**src/rtl/div_32.sv**
```systemverilog
// rtl/div_32.sv - sequential signed restoring divider, one quotient bit per clock
// Start is accepted in IDLE or DONE; quotient/remainder/exception register on entry to DONE.
module div_32 #(
  parameter int WIDTH = 32
) (
  input  logic             clock,
  input  logic             reset,
  input  logic             ctrl_DIV,
  input  logic [WIDTH-1:0] data_operandA,
  input  logic [WIDTH-1:0] data_operandB,
  output logic [WIDTH-1:0] data_result,
  output logic [WIDTH-1:0] data_remainder,
  output logic             data_exception,
  output logic             data_resultRDY,
  output logic             busy
);

  localparam int CW = $clog2(WIDTH);
  localparam logic [CW-1:0] LAST = CW'(WIDTH - 1);
  localparam logic [WIDTH-1:0] MIN_NEG = {1'b1, {(WIDTH-1){1'b0}}};

  localparam logic [1:0] IDLE = 2'd0;
  localparam logic [1:0] RUN  = 2'd1;
  localparam logic [1:0] DONE = 2'd2;

  logic [1:0]       state_q, state_d;
  logic [CW-1:0]    cnt_q, cnt_d;
  logic [WIDTH-1:0] rem_q, rem_d, quo_q, quo_d, div_q, div_d, a_q, a_d;
  logic             sa_q, sa_d, sq_q, sq_d, dz_q, dz_d, ovf_q, ovf_d;
  logic [WIDTH-1:0] res_q, res_d, remo_q, remo_d;
  logic             exc_q, exc_d;

  logic [WIDTH:0]   rem_sh, trial;
  logic [WIDTH-1:0] step_rem, step_quo;

  always_comb begin
    rem_sh   = {rem_q, quo_q[WIDTH-1]};
    trial    = rem_sh - {1'b0, div_q};
    // A borrow in the trial subtraction means the divisor did not fit this step.
    step_rem = trial[WIDTH] ? rem_sh[WIDTH-1:0] : trial[WIDTH-1:0];
    step_quo = {quo_q[WIDTH-2:0], ~trial[WIDTH]};

    state_d = state_q;
    cnt_d   = cnt_q;
    rem_d   = rem_q;
    quo_d   = quo_q;
    div_d   = div_q;
    a_d     = a_q;
    sa_d    = sa_q;
    sq_d    = sq_q;
    dz_d    = dz_q;
    ovf_d   = ovf_q;
    res_d   = res_q;
    remo_d  = remo_q;
    exc_d   = exc_q;

    case (state_q)
      RUN: begin
        rem_d = step_rem;
        quo_d = step_quo;
        cnt_d = cnt_q + 1'b1;
        if (cnt_q == LAST) begin
          state_d = DONE;
          exc_d   = dz_q | ovf_q;
          if (dz_q) begin
            res_d  = '0;
            remo_d = a_q;
          end else begin
            res_d  = sq_q ? -step_quo : step_quo;
            remo_d = sa_q ? -step_rem : step_rem;
          end
        end
      end
      default: begin
        state_d = IDLE;
        if (ctrl_DIV) begin
          state_d = RUN;
          cnt_d   = '0;
          rem_d   = '0;
          a_d     = data_operandA;
          quo_d   = data_operandA[WIDTH-1] ? -data_operandA : data_operandA;
          div_d   = data_operandB[WIDTH-1] ? -data_operandB : data_operandB;
          sa_d    = data_operandA[WIDTH-1];
          sq_d    = data_operandA[WIDTH-1] ^ data_operandB[WIDTH-1];
          dz_d    = (data_operandB == '0);
          ovf_d   = (data_operandA == MIN_NEG) && (data_operandB == '1);
        end
      end
    endcase
  end

  always_ff @(posedge clock) begin
    if (reset) begin
      state_q <= IDLE;
      cnt_q   <= '0;
      rem_q   <= '0;
      quo_q   <= '0;
      div_q   <= '0;
      a_q     <= '0;
      sa_q    <= 1'b0;
      sq_q    <= 1'b0;
      dz_q    <= 1'b0;
      ovf_q   <= 1'b0;
      res_q   <= '0;
      remo_q  <= '0;
      exc_q   <= 1'b0;
    end else begin
      state_q <= state_d;
      cnt_q   <= cnt_d;
      rem_q   <= rem_d;
      quo_q   <= quo_d;
      div_q   <= div_d;
      a_q     <= a_d;
      sa_q    <= sa_d;
      sq_q    <= sq_d;
      dz_q    <= dz_d;
      ovf_q   <= ovf_d;
      res_q   <= res_d;
      remo_q  <= remo_d;
      exc_q   <= exc_d;
    end
  end

  assign data_result    = res_q;
  assign data_remainder = remo_q;
  assign data_exception = exc_q;
  assign busy           = (state_q == RUN);
  assign data_resultRDY = (state_q == DONE);

endmodule

```
**config.mk**
```make
export PLATFORM = sky130hd
export DESIGN_NAME = div_32
export DESIGN_NICKNAME = d
export VERILOG_FILES = /design/src/rtl/div_32.sv
export SDC_FILE = /design/constraint.sdc
export NUM_CORES = 1
export LEC_CHECK = 0
export CORE_MARGIN = 2
export CORE_UTILIZATION = 47
export DETAILED_ROUTE_END_ITERATION = 6
export PLACE_DENSITY_LB_ADDON = 0.3
export SLEW_MARGIN = 20
export SYNTH_ARGS = -nofsm -noshare
export SYNTH_HDL_FRONTEND = slang
export SYNTH_SLANG_ARGS = --single-unit
export TNS_END_PERCENT = 5
```
**constraint.sdc**
```tcl
create_clock -name clock -period 4.94 [get_ports clock]
set_clock_uncertainty 0.1 [all_clocks]
set_input_delay 0.741 -clock clock [delete_from_list [all_inputs] [get_ports clock]]
set_output_delay 0.741 -clock clock [all_outputs]
set_load 0.05 [all_outputs]
```
==> flow_summary.json <==
{
  "status": "finished clean",
  "wl_per_cell_um": 18.5,
  "yosys_warnings": 0,
  "synth_xor_area_share_pct": 8.41,
  "wl_met1_um": 18600,
  "cap_violations": 0,
  "dieHeight_um": 172,
  "hpwl_um": 31300,
  "instances_no_fill": 2259,
  "min_period_ns": 4.65,
  "stdcell_area_um2": 15700,
  "vias_per_cell": 5.92,
  "wl_met2_um": 18900,
  "ys_ff_latch": 203,
  "first_pass_iters": 6,
  "period_share_pct": 94.1,
  "worstMarginPinSlew_ns": 1.07,
  "syn_nets": 1891,
  "critPathCaptureType": "flop",
  "final_max_slew_viol_count": 0,
  "port_buffers": 133,
  "antenna_found_initial": 0,
  "ys_seq_area_share_pct": 30.7,
  "initial_core_util_pct": 47.6,
  "cp_max_fo": 7,
  "syn_avg_cell_area_um2": 7.42,
  "worstReg2RegStart": "quo_q[31]$_SDFFE_PP0P_",
  "diodes": 0,
  "cp_data_arrival_time_ns": 4.97,
  "ant_nets": 0,
  "r2r-end": "data_remainder[28]$_SDFFE_PP0P_",
  "r2r_slack_ns": 0.29,
  "route.met3.wl_um": 3180,
  "std_cell_rows": 61,
  "clkTransAtPathRegs_ns": 0.06,
  "yosys-mux-area-fraction_pct": 2.62,
  "relSlewSlack_pct": 28.9,
  "gr-usage-all-layers_pct": 28.2,
  "grt_pass1_wl_um": 66200,
  "gp_congestion": 1.01,
  "synth_top_family_by_area": "compound AO/OA/AOI/OAI gates",
  "die_area_um2": 29500,
  "worstPathRequired_ns": 5.26,
  "power.leakage_nw": 6.04,
  "core_um2": 27800,
  "cp-start-kind": "flop",
  "cts_tree": "done",
  "dp_cells": 2217,
  "async_flop_share_pct": 0,
  "syn-cell-area_um2": 13200,
  "holdPathEnd": "data_result[28]$_SDFFE_PP0P_",
  "synth_simple_gate_area_share_pct": 23.7,
  "crit_type": "reg2reg",
  "fmax_mhz": 215,
  "holdPathStages": 2,
  "first_global_vias": 12100,
  "hp-start": "data_result[28]$_SDFFE_PP0P_",
  "num_vias": 13400,
  "syn_inst": 1784,
  "drc": 0,
  "routed_wirelength_um": 41900,
  "fin_setup_tns_ns": 0,
  "synth_fa_ha_area_share_pct": 3.84,
  "root_buffer": "clkbuf_16",
  "synth_edf_count": 0,
  "drive_gt1_share_pct": 5.95,
  "initialDrtViolationCount": 1352,
  "placed_area_um2": 14900,
  "die_w_um": 172,
  "yosys_most_used_dff": "dfxtp_1",
  "hold_class": "reg2reg",
  "cp-startpoint": "quo_q[31]$_SDFFE_PP0P_",
  "r2r_cells": 19,
  "ir_drop_uv": 501,
  "clock_path_buffers": 3,
  "highest_layer": "met4",
  "rsz0062_at_grt": "false",
  "finalSetupViolCount": 0,
  "cts_sinks": 203,
  "cts_buffers": 24,
  "h-tree-depth": 1,
  "grt_overflow": 0,
  "powerDensity_nw_per_um2": 592,
  "power.total_mw": 9.27,
  "area_growth_pct": 18.5,
  "clk_latency_ns": 0.53,
  "grt_max_degree": 119,
  "hold_viol_final": 0,
  "synth-compound-area-share_pct": 25.7,
  "synthDistinctLibCells": 71,
  "io_pins": 134,
  "final_nets": 1972
}
-- repair_timing --
| item | in CTS | in global routing |
|---|---|---|
| endpoints found under the hold margin | 0 | 0 |
| buffers inserted | 0 | 0 |
| hold buffers | 0 | 0 |
| resized for setup | 0 | 3 |
| endpoints found under the setup margin | 0 | 1 |
-- where the power goes --
part | internal (mW) | total (mW) | switching [mW] | leakage, nW
logic | 2.07 | 5.63 | 3.56 | 4.02
registers | 1.76 | 1.93 | 0.168 | 1.66
clock network | 0.979 | 1.71 | 0.735 | 0.371
-- metal layers --
layer,up-vias,global-route usage [%]
li1,6564,-
met2,513,45.1
met5,-,0
met3,90,4.00
met4,0,8.59
met1,6196,39.4
-- cells in the mapped netlist, types with 6 or more instances --
library cell  instances  area share, %
nor2_1              219            6.2
nand2_1             207            5.9
dfxtp_1             203             31
a21oi_1             154            5.8
o21ai_0             123            4.7
xor2_1               98            6.5
clkbuf_1             93            2.6
a211oi_1             80            4.5
inv_1                50            1.4
nor3_1               41            1.6
ha_1                 39            3.7
nand3_1              35            1.3
o31ai_1              32            1.8
or3_1                30            1.4
mux2i_1              29            2.2
xnor2_1              29            1.9
and3_1               26            1.2
nand4_1              20           0.95
or4_1                18            1.0
a31oi_1              17           0.80
a21o_1               16           0.91
buf_1                16           0.45
nor2b_1              16           0.76
nor4_1               15           0.71
nand2b_1             14           0.66
o211ai_1             14           0.79
o41ai_1              14           0.93
and2_1               13           0.61
o21a_1               12           0.68
buf_2                 9           0.34
o211a_1               8           0.61
o21bai_1              6           0.34
-- stage by stage --
step	worst slack, ns	utilization [%]	hold WS (ns)
after floorplan	0.0331	-	0.325
after global placement	0.321	53.6	0.336
after detailed placement	0.191	53.6	0.342
after CTS	0.161	56.4	0.350
after global routing	0.0309	56.4	0.370
final	0.292	56.4	0.347
-- kinds of logic after synthesis --
kind of cell | after synthesis
simple gates | 675
compound gates | 534
flops | 203
buf+inv | 171
xor+xnor | 127
fa+ha+maj | 40
mux | 34
-- cell usage in the layout, fill, tap and decap left out, types with 24 or more instances in the layout --
master / count
a21oi_1: 154
ha_1: 39
clkdlybuf4s50_1: 130
o31ai_1: 32
and3_1: 26
nand2_1: 207
a211oi_1: 80
o21ai_0: 123
xnor2_1: 29
mux2i_1: 29
clkbuf_16: 24
inv_1: 50
buf_4: 41
nand3_1: 35
dfxtp_1: 202
xor2_1: 98
nor2_1: 217
nor3_1: 40
or3_1: 29
-- worst max path at each step --
| stage | end | cells after the start |
|---|---|---|
| 6_report | data_remainder[28]$_SDFFE_PP0P_ | 19 |
| 2_1_floorplan | data_remainder[28]$_SDFFE_PP0P_ | 22 |
| 3_3_place_gp | data_remainder[28]$_SDFFE_PP0P_ | 17 |
| 5_1_grt | data_remainder[28]$_SDFFE_PP0P_ | 19 |
| 3_5_place_dp | data_remainder[28]$_SDFFE_PP0P_ | 17 |
| 4_1_cts | data_remainder[28]$_SDFFE_PP0P_ | 17 |
-- critical path, cell delays in order, from the launching register on --
cell	delay (ns)
dfxtp_1	0.36
inv_1	0.09
ha_1	0.23
fa_1	0.41
nor2b_1	0.23
o31a_1	0.19
o211a_1	0.22
o2111ai_1	0.12
o211a_1	0.19
inv_2	0.13
nor2_1	0.06
a21oi_1	0.16
ha_1	0.24
nand3_1	0.20
nor4_2	0.32
a41oi_1	0.10
or3_1	0.46
a2111oi_2	0.42
mux2i_1	0.22
nand2_1	0.07
-- layout make-up --
| class | instances | area, µm² |
|---|---|---|
| fillers | 2678 | 12100 |
| multi-input cells | 1410 | 8540 |
| flip-flops and latches | 203 | 4070 |
| repair buffers | 174 | 1640 |
| clock buffers | 29 | 639 |
| well taps | 378 | 473 |
| inverters | 52 | 195 |
| clock inverters | 13 | 118 |
-- state kept, by name, summed over array words and instances (netlist names) --
name and count:
state_q 2, data_remainder 32, a_q 32, ovf_q 1
div_q 32, rem_q 32, data_result 32, data_exception 1
cnt_q 5, quo_q 32, sq_q 1, dz_q 1
(Power assumes the default switching activity.)
